### src/rtl/mms_stream_if.sv
// Stream bundle for mms_stream_ctrl: number source (valid/ready) and result sink (valid/ready).
// MMS_INDEX_EN adds result_idx, the 0-based position of the winning number in its frame.
interface mms_stream_if #(
    parameter int DW    = 8,
    parameter int CNT_W = 8
);
    logic          in_valid;
    logic          in_ready;
    logic [DW-1:0] number;
    logic          select;
    logic          out_valid;
    logic          out_ready;
    logic [DW-1:0] result;
    logic          frame_sel;
`ifdef MMS_INDEX_EN
    logic [CNT_W-1:0] result_idx;

    modport slave (
        input  in_valid, number, select, out_ready,
        output in_ready, out_valid, result, frame_sel, result_idx
    );

    modport master (
        output in_valid, number, select, out_ready,
        input  in_ready, out_valid, result, frame_sel, result_idx
    );
`else
    modport slave (
        input  in_valid, number, select, out_ready,
        output in_ready, out_valid, result, frame_sel
    );

    modport master (
        output in_valid, number, select, out_ready,
        input  in_ready, out_valid, result, frame_sel
    );
`endif
endinterface

### src/rtl/mms_stream_ctrl.sv
// Sequential max/min scheduler: folds FRAME_LEN serial numbers through one comparator per frame.
// Optional macro MMS_INDEX_EN adds result_idx (position of the winner, earliest on ties).
module mms_stream_ctrl #(
    parameter int DW        = 8,
    parameter int FRAME_LEN = 4,
    parameter int CNT_W     = 8
) (
    input  logic         clk,
    input  logic         rst_n,
    input  logic         clear,
    mms_stream_if.slave  s
);

    localparam logic [1:0] IDLE  = 2'd0;
    localparam logic [1:0] ACCUM = 2'd1;
    localparam logic [1:0] DONE  = 2'd2;

    // One extra bit so FRAME_LEN == 2^CNT_W is still reachable by cnt + 1.
    localparam logic [CNT_W:0] FRAME_LEN_W = (CNT_W+1)'(FRAME_LEN);
    localparam logic [CNT_W:0] ONE_W       = (CNT_W+1)'(1);

    logic [1:0]       state_q,     state_d;
    logic [CNT_W-1:0] cnt_q,       cnt_d;
    logic [DW-1:0]    best_q,      best_d;
    logic             sel_q,       sel_d;
    logic [DW-1:0]    result_q,    result_d;
    logic             frame_sel_q, frame_sel_d;
    logic             out_valid_q, out_valid_d;
`ifdef MMS_INDEX_EN
    logic [CNT_W-1:0] best_idx_q,   best_idx_d;
    logic [CNT_W-1:0] result_idx_q, result_idx_d;
`endif

    logic             in_ready;
    logic             beat;
    logic             take;
    logic             load_first;
    logic [CNT_W:0]   cnt_inc;
    logic [DW-1:0]    new_best;

    assign in_ready = (state_q == DONE) ? s.out_ready : 1'b1;
    assign beat     = s.in_valid && in_ready;
    // Strict compares: a tie never replaces the earlier value.
    assign take     = sel_q ? (s.number < best_q) : (s.number > best_q);
    assign new_best = take ? s.number : best_q;
    assign cnt_inc  = {1'b0, cnt_q} + ONE_W;

    // NOTE: every *_d gets its hold value first so no path leaves it unassigned (no latches).
    always_comb begin
        state_d     = state_q;
        cnt_d       = cnt_q;
        best_d      = best_q;
        sel_d       = sel_q;
        result_d    = result_q;
        frame_sel_d = frame_sel_q;
        out_valid_d = out_valid_q;
        load_first  = 1'b0;
`ifdef MMS_INDEX_EN
        best_idx_d   = best_idx_q;
        result_idx_d = result_idx_q;
`endif

        case (state_q)
            IDLE: begin
                load_first = beat;
            end
            ACCUM: begin
                if (beat) begin
                    best_d = new_best;
`ifdef MMS_INDEX_EN
                    if (take) best_idx_d = cnt_q;
`endif
                    if (cnt_inc == FRAME_LEN_W) begin
                        result_d    = new_best;
                        frame_sel_d = sel_q;
                        out_valid_d = 1'b1;
                        cnt_d       = '0;
                        state_d     = DONE;
`ifdef MMS_INDEX_EN
                        result_idx_d = take ? cnt_q : best_idx_q;
`endif
                    end else begin
                        cnt_d = cnt_inc[CNT_W-1:0];
                    end
                end
            end
            DONE: begin
                // in_ready follows out_ready here, so a beat implies the result is consumed.
                if (s.out_ready) begin
                    out_valid_d = 1'b0;
                    state_d     = IDLE;
                    load_first  = beat;
                end
            end
            default: begin
                state_d = IDLE;
                cnt_d   = '0;
            end
        endcase

        if (load_first) begin
            best_d  = s.number;
            sel_d   = s.select;
            cnt_d   = (CNT_W)'(1);
            state_d = ACCUM;
`ifdef MMS_INDEX_EN
            best_idx_d = '0;
`endif
        end

        // Abort wins over everything; result, frame_sel and result_idx keep their last values.
        if (clear) begin
            state_d     = IDLE;
            cnt_d       = '0;
            out_valid_d = 1'b0;
        end
    end

    // NOTE: state flops use non-blocking assignments and all reset to known values, asynchronously.
    always_ff @(posedge clk or negedge rst_n) begin
        if (!rst_n) begin
            state_q     <= IDLE;
            cnt_q       <= '0;
            best_q      <= '0;
            sel_q       <= 1'b0;
            result_q    <= '0;
            frame_sel_q <= 1'b0;
            out_valid_q <= 1'b0;
`ifdef MMS_INDEX_EN
            best_idx_q   <= '0;
            result_idx_q <= '0;
`endif
        end else begin
            state_q     <= state_d;
            cnt_q       <= cnt_d;
            best_q      <= best_d;
            sel_q       <= sel_d;
            result_q    <= result_d;
            frame_sel_q <= frame_sel_d;
            out_valid_q <= out_valid_d;
`ifdef MMS_INDEX_EN
            best_idx_q   <= best_idx_d;
            result_idx_q <= result_idx_d;
`endif
        end
    end

    assign s.in_ready  = in_ready;
    assign s.out_valid = out_valid_q;
    assign s.result    = result_q;
    assign s.frame_sel = frame_sel_q;
`ifdef MMS_INDEX_EN
    assign s.result_idx = result_idx_q;
`endif

endmodule

### src/flat_wrapper.sv
// flat-port wrapper written by rule: the top's interface ports become plain ports
module mms_stream_ctrl_flat 
#(
    parameter int DW        = 8,
    parameter int FRAME_LEN = 4,
    parameter int CNT_W     = 8
)
  (clk, rst_n, clear, s_in_valid, s_number, s_select, s_out_ready, s_in_ready, s_out_valid, s_result, s_frame_sel);
  mms_stream_if #(.DW(DW), .CNT_W(CNT_W)) s_i ();
  input  logic clk;
  input  logic rst_n;
  input  logic clear;
  input wire logic [$bits(s_i.in_valid)-1:0] s_in_valid;
  input wire logic [$bits(s_i.number)-1:0] s_number;
  input wire logic [$bits(s_i.select)-1:0] s_select;
  input wire logic [$bits(s_i.out_ready)-1:0] s_out_ready;
  output wire logic [$bits(s_i.in_ready)-1:0] s_in_ready;
  output wire logic [$bits(s_i.out_valid)-1:0] s_out_valid;
  output wire logic [$bits(s_i.result)-1:0] s_result;
  output wire logic [$bits(s_i.frame_sel)-1:0] s_frame_sel;
  assign s_i.in_valid = s_in_valid;
  assign s_i.number = s_number;
  assign s_i.select = s_select;
  assign s_i.out_ready = s_out_ready;
  assign s_in_ready = s_i.in_ready;
  assign s_out_valid = s_i.out_valid;
  assign s_result = s_i.result;
  assign s_frame_sel = s_i.frame_sel;
  mms_stream_ctrl #(.DW(DW), .FRAME_LEN(FRAME_LEN), .CNT_W(CNT_W)) u_core (.clk(clk), .rst_n(rst_n), .clear(clear), .s(s_i));
endmodule
### config.mk
export PLATFORM = sky130hd
export DESIGN_NAME = mms_stream_ctrl_flat
export DESIGN_NICKNAME = d
export VERILOG_FILES = /design/src/rtl/mms_stream_if.sv /design/src/rtl/mms_stream_ctrl.sv /design/src/flat_wrapper.sv
export SDC_FILE = /design/constraint.sdc
export NUM_CORES = 1
export LEC_CHECK = 0
export ABC_AREA = 1
export BUFFER_PORTS_ARGS = -buffer_cell sky130_fd_sc_hd__buf_2
export CORE_UTILIZATION = 60
export DETAILED_ROUTE_END_ITERATION = 7
export GPL_TIMING_DRIVEN = 0
export HOLD_SLACK_MARGIN = 0.05
export PLACE_DENSITY = 0.84
export SLEW_MARGIN = 20
export SYNTH_ARGS = -nofsm -noshare
export SYNTH_HDL_FRONTEND = slang
export SYNTH_SLANG_ARGS = --single-unit
### constraint.sdc
create_clock -name clk -period 4.4 [get_ports clk]
set_clock_uncertainty 0.05 [all_clocks]
set_input_delay 0.44 -clock clk [delete_from_list [all_inputs] [get_ports clk]]
set_output_delay 0.44 -clock clk [all_outputs]
set_load 0.01 [all_outputs]
### Yosys cells after proc, flatten, opt, wreduce, memory -nomap -nowiden

Index checks and enable logic that the tools add are counted.

* bits of input ports: 14
* register bits after elaboration: 29
* output and inout port bits: 11
* word-level logic and storage cells: 56

* add/subtract/negate cells: 1
* reductions and logical operators: 11
* muxes and demuxes: 24
* equal/unequal tests: 11
* order comparisons: 2

Operators by type and width (count)
* 2-to-1 mux 8 bit: 8
* case mux 8 bit (2 select lines): 1
* 2-to-1 mux 2 bit: 5
* adder 8 x 1 -> 9 bit (second input constant): 1
* == test 9 x 3 -> 1 bit (second input constant): 1
* inequality test 3 x 2 -> 1 bit (second input constant): 3
* > comparator 8 bit: 1
* < comparator 8 bit: 1
* inequality test 4 x 2 -> 1 bit (second input constant): 2
* AND reduction 4 bit: 2
* 2-to-1 mux 1 bit: 7
* case mux 2 bit (3 select lines): 1
* inequality test 4 x 3 -> 1 bit (second input constant): 1
* case mux 1 bit (2 select lines): 2
* AND reduction 2 bit: 2
* nonzero test 2 bit: 2
* inequality test 3 x 1 -> 1 bit (second input constant): 1
* inequality test 3 bit (second input constant): 1
* AND reduction 3 bit: 1
* nonzero test 3 bit: 1
* == test 2 x 1 -> 1 bit (second input constant): 1
* == test 2 bit (second input constant): 1
* logical NOT 2 bit: 1
* OR reduction 2 bit: 1
* logical AND 1 bit: 1

### Logic depth before layout (Yosys ltp)

Gate-level depths: netlist of the first run.

* depth in word-level cells: 7
* gate-level depth with buffers: 15
* depth with buffers taken out: 15

### Worst setup path after synthesis of the first run

No wires, ideal clock.

* kind: input-to-reg
* start: input s_number[7]
* end: register u_core.best_q[0]
* stages: 10
* setup time: 0.117 ns
* setup slack: 2.548 ns
* data arrival time: 1.685 ns
* path buffers: 0
* cells stage by stage: ha_1 -> a21o_1 -> nor2_1 -> nand2_1 -> nand2_1 -> nand2_1 -> nand2_1 -> nand3_1 -> nand2_1 -> nand2_1

* cells in the longest elaborated chain, start to end: 6

Ends and longest elaborated chain
* start: declaration: line flat_wrapper.sv:14 `input wire logic [$bits(s_i.number)-1:0] s_number;`
* > comparator 8 bit / < comparator 8 bit (equally long branches): line mms_stream_ctrl.sv:44 `assign take = sel_q ? (s.number < best_q) : (s.number > best_q);`
* 2-to-1 mux 1 bit (*): line mms_stream_ctrl.sv:44
* 2-to-1 mux 8 bit (*): line mms_stream_ctrl.sv:45 `assign new_best = take ? s.number : best_q;`
* 2-to-1 mux 8 bit (*): line mms_stream_ctrl.sv:68 `if (beat) begin`
* 2-to-1 mux 8 bit (*): line mms_stream_ctrl.sv:63 `case (state_q)`
* 2-to-1 mux 8 bit (*): line mms_stream_ctrl.sv:101 `if (load_first) begin`
* end signal: assignment: line mms_stream_ctrl.sv:136 `best_q <= best_d;`
* end: declaration: line mms_stream_ctrl.sv:24 `logic [DW-1:0] best_q, best_d;`

Every way passes the cells marked *; elsewhere a longest branch is shown, timed or not. The select of a mux whose other input is x is not followed.
A chain may end at the register's enable or synchronous reset.

### Worst setup path after layout of the first run

* start: register u_core.best_q[5]
* end: register u_core.best_q[2]

* cells in the longest elaborated chain, start to end: 6

Ends and longest elaborated chain (line)
* > comparator 8 bit / < comparator 8 bit (equally long branches): mms_stream_ctrl.sv:44
* 2-to-1 mux 1 bit (*): mms_stream_ctrl.sv:44
* 2-to-1 mux 8 bit (*): mms_stream_ctrl.sv:45
* 2-to-1 mux 8 bit (*): mms_stream_ctrl.sv:68
* 2-to-1 mux 8 bit (*): mms_stream_ctrl.sv:63
* 2-to-1 mux 8 bit (*): mms_stream_ctrl.sv:101

Marked as above.

==> reports/results.tsv, run 1 <==
metric	value	unit
period_needed	2240	ps
grt.total_usage	25.7	%
drc	6	
worstPathCellList	inv_1, ha_1, a21oi_1, nor2_1, nor2_1, nand2_1, nand2_1, nand2_1, nand2_1, nand3_1, nand2_1, nand2_1	
wire_per_inst	11.8	um
synth.net_count	287	
die_w	57.6	um
synth_area_leaders	dfrtp_1 39%, nand2_1 21%, nand3_1 7.0%	
root_buffer	clkbuf_4	
ys_warn_count	0	
layout_common_cells	106 x nand2_1, 29 x dfrtp_1, 26 x nor2_1, 26 x nand3_1, 25 x buf_2	
viasPerCell	5.25	
synth_top_area_cell	dfrtp_1	
yosysUniqueCellTypes	25	
cts.clk_slew.worst_paths	100	ps
hold_violations	0	
total_power	0.813	mW
synth_top_area_share	39.2	%
dpl.cell_count	318	
clk_latency	330	ps
cp.arrival	2420	ps
crit_family	simple AND/OR/NAND/NOR gates	
status	finished with violations	
cts_buffer_depth	2	
drt_iter0_markers	105	
crit_buf_inv	1	
ioPinCount	25	
cts_buffers	5	
routed_wirelength	3860	um
final_common_cell	nand2_1	
htreeDepth	2	
syn_area	1850	um2
slowest_delay	370	ps
slew_headroom	56.1	%
grt_start_max_net_pins	30	
coreArea	2830	um2
grt_pass1_wl	6440	um
report.final.slew_viol_count	0	
critPathKind	reg -> reg	
place_ws	2090	ps
hold_path_class	in -> async	
stdcell_count	326	
cts_sinks	29	
area_growth	12.4	%
rsz0062_at_grt	no	
fin_crit_sh	50.9	%
p_per_area	391	nW/um2
synth_seq_cells	29	
irDropWorstVdd	0.271	mV
die_area	3310	um2
grt_pass1_vias	1473	
violations	DRC	
worst_slew_pin_slew	655	ps
drt_first_pass_iters	6	
hold_buffers	0	
setup_viol	0	
synth.avg_cell_area	7.05	um2
cp_data_required_time	4580	ps
grt_overflow	0	
cellLeakagePower	1.21	nW
cts_setup_buffers	0	
antenna_found_initial	0	
gp_congestion	0.850	
worst_slack	2160	ps
io_buffers	24	
path_common_cell	nand2_1	
dp_hpwl	2720	um
tritoncts	built	
startpoint_type	flop	
crit_slowest_cell	dfrtp_1	
die-height	57.6	um
fin_nets	318	
layout-drive-gt1-share	17.3	%
start_util	65.5	%
cp_max_fo	9	
syn_inst	263	
crit_path_end_kind	flop	
cap_violations	0	
diodes	0	
max_freq	447	MHz
cts_resized	0	
synth-seq-area-share	39.2	%
setup-tns-final	0	ps
rows	19	
dr_total_vias	1711	
route.antenna.remaining_nets	0	
-- layer usage --
metal  share of wire (%)  vias to the layer above  GRT usage [%]
li1                    -                      891              -
met1                  49                      771           36.8
met2                  44                       45           38.5
met3                 6.3                        4           6.58
met4                0.96                        0           7.32
met5                   0                        -              0
-- registers in the layout, summed over array words and instances, names as in the netlist --
| register | flops |
|---|---|
| u_core.best_q | 8 |
| u_core.cnt_q | 8 |
| u_core.s.result | 8 |
| u_core.state_q | 2 |
| u_core.s.frame_sel | 1 |
| u_core.s.out_valid | 1 |
| u_core.sel_q | 1 |
-- area by class of cell --
| cell class | instances | area [um2] |
|---|---|---|
| buffer | 3 | 12.5 |
| clock buffer | 7 | 65.1 |
| clock inverter | 1 | 5.00 |
| fill | 243 | 747 |
| inverter | 30 | 115 |
| multi-input combinational | 201 | 1000 |
| sequential | 29 | 726 |
| tap | 31 | 38.8 |
| timing repair buffer | 24 | 120 |
-- cells by family after synthesis --
| logic type | count (synthesis) | synth area share (%) |
|---|---|---|
| fa+ha+maj | 10 | 6.75 |
| buf+inv | 33 | 6.89 |
| flops | 29 | 39.2 |
| simple gates | 171 | 40.4 |
| compound gates | 17 | 5.40 |
| xor+xnor | 3 | 1.42 |
-- power breakdown --
part           switching (mW)  total, mW  internal [mW]  leakage (nW)
logic                   0.188      0.289          0.100         0.787
clock network          0.0988      0.191         0.0925        0.0413
registers              0.0314      0.333          0.302         0.384
total                   0.319      0.813          0.495          1.21
-- worst register-to-register path: cells and delay by family, from the launching register on --
family	cells	cell delay [ps]
AO/OA/AOI/OAI	1	150
flip-flops	1	370
AND/OR/NAND/NOR	9	1230
buffers and inverters	1	50
adder cells (fa/ha/maj)	1	290
-- cells in the mapped netlist --
cell type	count
nor2_1	26
o21ai_1	6
o21ai_2	1
nand3_1	26
inv_4	1
nand2_1	106
nand4_1	2
ha_1	10
buf_2	1
nor2_8	1
clkbuf_1	2
inv_1	24
dfrtp_1	29
nor3_2	1
inv_2	5
nand2_4	1
o22ai_1	3
xor2_1	2
nor2_4	3
a21o_1	1
nand2_2	4
nand3_2	1
o211ai_1	2
a21oi_1	4
xnor2_1	1
-- metrics by stage --
step	cell area, um2	hold WS (ps)	utilization [%]
after floorplan	1850	94.4	-
after global placement	2010	399	71.1
after detailed placement	2010	403	71.1
after CTS	2080	86.2	73.6
after global routing	2080	116	73.6
final	2080	65.1	73.6
-- path summary, 6_finish.rpt --
kind	from	end	slack (ps)	cells after the start
worst min register to register	u_core.s.out_valid	u_core.s.out_valid	420	2
worst max-delay path	u_core.best_q[5]	u_core.best_q[2]	2160	12
max in group asynchronous	rst_n	u_core.s.result[4]	3810	1
min in group clk	s_select	u_core.sel_q	250	3
worst min-delay path	rst_n	u_core.cnt_q[5]	70	1
worst max register to register	u_core.best_q[5]	u_core.best_q[2]	2160	12
No activity file was read; power rests on OpenSTA's default activity.
==> inputs of run 2 (changes only) <==
ABC_AREA = 0   (was 1)
CORE_UTILIZATION = 56   (was 60)
PLACE_DENSITY = 0.79   (was 0.84)
clock period = 2.3 ns   (was 4.4 ns; I/O delays follow)
==> reports/results.tsv, run 2 <==
metric	value	unit	change
status	finished with violations		
violations	DRC, setup timing		
max_freq	431	MHz	-3.7%
synth_area_leaders	dfrtp_1 43%, ha_1 7.3%, o21ai_0 5.3%		
cts.clk_slew.worst_paths	90	ps	about the same
cp.arrival	2490	ps	+70 ps
worst_slew_pin_slew	649	ps	-6.04 ps
diodes	0		unchanged
dp_hpwl	2640	um	-2.8%
cap_violations	0		unchanged
synth_top_area_cell	dfrtp_1		
synth_seq_cells	29		unchanged
dr_total_vias	1541		-9.9%
viasPerCell	6.12		+17%
grt_overflow	0		unchanged
async_reset_ff_share	100	%	unchanged
die_area	3270	um2	-1.4%
stdcell_count	252		-23%
cts_sinks	29		unchanged
ioPinCount	25		unchanged
rrSetupSlack	-20	ps	-2180 ps
irDropWorstVdd	0.740	mV	+170%
htreeDepth	2		unchanged
hold_path_depth	2		
rsz0062_at_grt	yes		
yosys.area_share.simple	16.4	%	-24 points
clk_latency	330	ps	about the same
wire_per_inst	16.9	um	+42%
cts_buffers	5		unchanged
syn_area	1700	um2	-8.0%
yosys-top-cells-count	29 x dfrtp_1, 18 x o21ai_0, 17 x a21oi_1		
drt_first_pass_iters	8		+2
gp_congestion	0.833		-2.0%
synthXorXnorAreaFrac	2.06	%	+0.64 points
grt.total_usage	26.2	%	+0.48 points
yosysUniqueCellTypes	41		+64%
routed_wirelength	4260	um	+10%
r2r_start	u_core.best_q[1]		
synth.area.mux_share	5.29	%	+5.3 points
rows	19		unchanged
synth.avg_cell_area	9.52	um2	+35%
synth_top_family_by_area	compound AO/OA/AOI/OAI gates		
io_buffers	23		-4.2%
layout_common_cells	26 x dfrtp_1, 24 x buf_2, 18 x o21ai_0		
setup_viol	6		+6
syn_inst	179		-32%
fin_nets	245		-23%
grt_pass1_vias	1426		-3.2%
cp_max_fo	5		-4
hold_path_class	in -> reg		
start_util	60.2	%	-5.3 points
drt_iter0_markers	109		+3.8%
reg2reg_to	u_core.best_q[3]		
critPathKind	reg -> reg		
grt_start_max_net_pins	30		unchanged
final_common_cell	dfrtp_1		
slew_headroom	56.7	%	+0.59 points
grt_pass1_wl	6490	um	+0.76%
fin_crit_sh	101	%	+50 points
place_ws	-287	ps	-2370 ps
synthAdderAreaFrac	7.34	%	+0.59 points
hold-worst-slack	87.7	ps	+22.6 ps
setup-tns-final	-85.7	ps	-85.7 ps
route.antenna.remaining_nets	0		unchanged
period_needed	2320	ps	+84.8 ps
die-height	57.2	um	-0.71%
ys_warn_count	0		unchanged
worst_slack	-22.3	ps	-2180 ps
hold_violations	0		unchanged
whs_endpoint	u_core.state_q[1]		
report.final.slew_viol_count	0		unchanged
root_buffer	clkbuf_4		
crit_path_end_kind	flop		
die_w	57.2	um	-0.71%
cp_data_required_time	2470	ps	-2110 ps
r2r_cells	9		-3
cellLeakagePower	0.998	nW	-18%
tritoncts	built		
synth_compound_area_share	22.3	%	+17 points
synth_ff_type	dfrtp_1		
synth.net_count	203		-29%
synth_most_common_cell	dfrtp_1		
synth_top_area_share	42.6	%	+3.4 points
synth_edf_count	0		unchanged
antenna_found_initial	0		unchanged
dpl.cell_count	233		-27%
cts_buffer_depth	2		unchanged
p_per_area	731	nW/um2	+87%
layout-drive-gt1-share	33.5	%	+16 points
coreArea	2830	um2	unchanged
utilization	75.9	%	+2.3 points
area_growth	26.1	%	
startpoint_type	flop		
synth-seq-area-share	42.6	%	+3.4 points
drc	3		-3
hold_start	clear		
-- run 2: cell count changes after synthesis, moves of 5 or more --
cell	previous run	this run
a21oi_1	4	17
a31oi_1	0	8
o21ai_0	0	18
nand3_1	26	2
nand2_1	106	15
o21ai_1	6	0
nor2_1	26	16
mux2_2	0	8
inv_2	5	0
inv_1	24	11
-- run 2: critical path, stage by stage, from the launching register on --
cell and delay (ps):
dfrtp_1 390, inv_2 60, ha_4 270, nor2b_4 120, o211ai_1 100, a21o_1 250, and2_4 200, o311ai_4 280
buf_6 190, mux2_4 310
-- run 2: report_power, final --
part           switching, mW  internal (mW)
Sequential            0.0725          0.585
Combinational          0.306          0.290
Clock                  0.172          0.144
Total                  0.550           1.02
-- run 2: metrics by stage --
stage          total power, mW  cell area [um2]
6_report                  1.57             2150
3_5_place_dp              1.09             1860
4_1_cts                   1.44             2000
3_3_place_gp              1.06             1860
5_1_grt                   1.66             2150
2_1_floorplan            0.959             1700
-- run 2: how the worst max path moves through the flow --
stage                     startpoint               end  slack [ps]  depth (start not counted)
finish              u_core.best_q[1]  u_core.best_q[3]         -20                          9
global route        u_core.best_q[1]  u_core.best_q[3]        -100                          9
CTS                 u_core.best_q[1]  u_core.best_q[0]         -50                          9
detailed placement  u_core.best_q[1]  u_core.best_q[4]        -290                          9
global placement    u_core.best_q[1]  u_core.best_q[3]        -220                          9
floorplan           u_core.best_q[1]  u_core.best_q[0]          40                          9
-- run 2: repair_timing --
item / in CTS / in global routing
endpoints found under the setup margin: 17 / 17
hold buffers: 1 / 0
buffers inserted: 3 / 9
pin swaps: 3 / 14
hold endpoints to repair: 29 / 0
resized for setup: 13 / 19
-- run 2: cell families (layout without fill, tap and decap cells) --
logic type,count (synthesis),after routing
AND/OR/NAND/NOR,53,53
adder cells (fa/ha/maj),10,10
flip-flops,29,29
XOR/XNOR,4,4
multiplexers,8,8
AO/OA/AOI/OAI,59,59
buffers and inverters,16,58
-- run 2: metal layers --
layer	part of all wire, %	vias up	GRT usage, %
li1	-	730	-
met1	43	757	36.2
met2	51	46	40.7
met3	3.8	8	4.76
met4	2.2	0	11.5
met5	0	-	0
-- run 2: cell type report --
cell class,instances,area [um2]
Timing Repair Buffer,36,223
Inverter,11,41.3
Tap cell,31,38.8
Clock buffer,7,55.1
Buffer,4,27.5
Multi-Input combinational cell,134,1030
Sequential cell,29,729
Fill cell,198,681
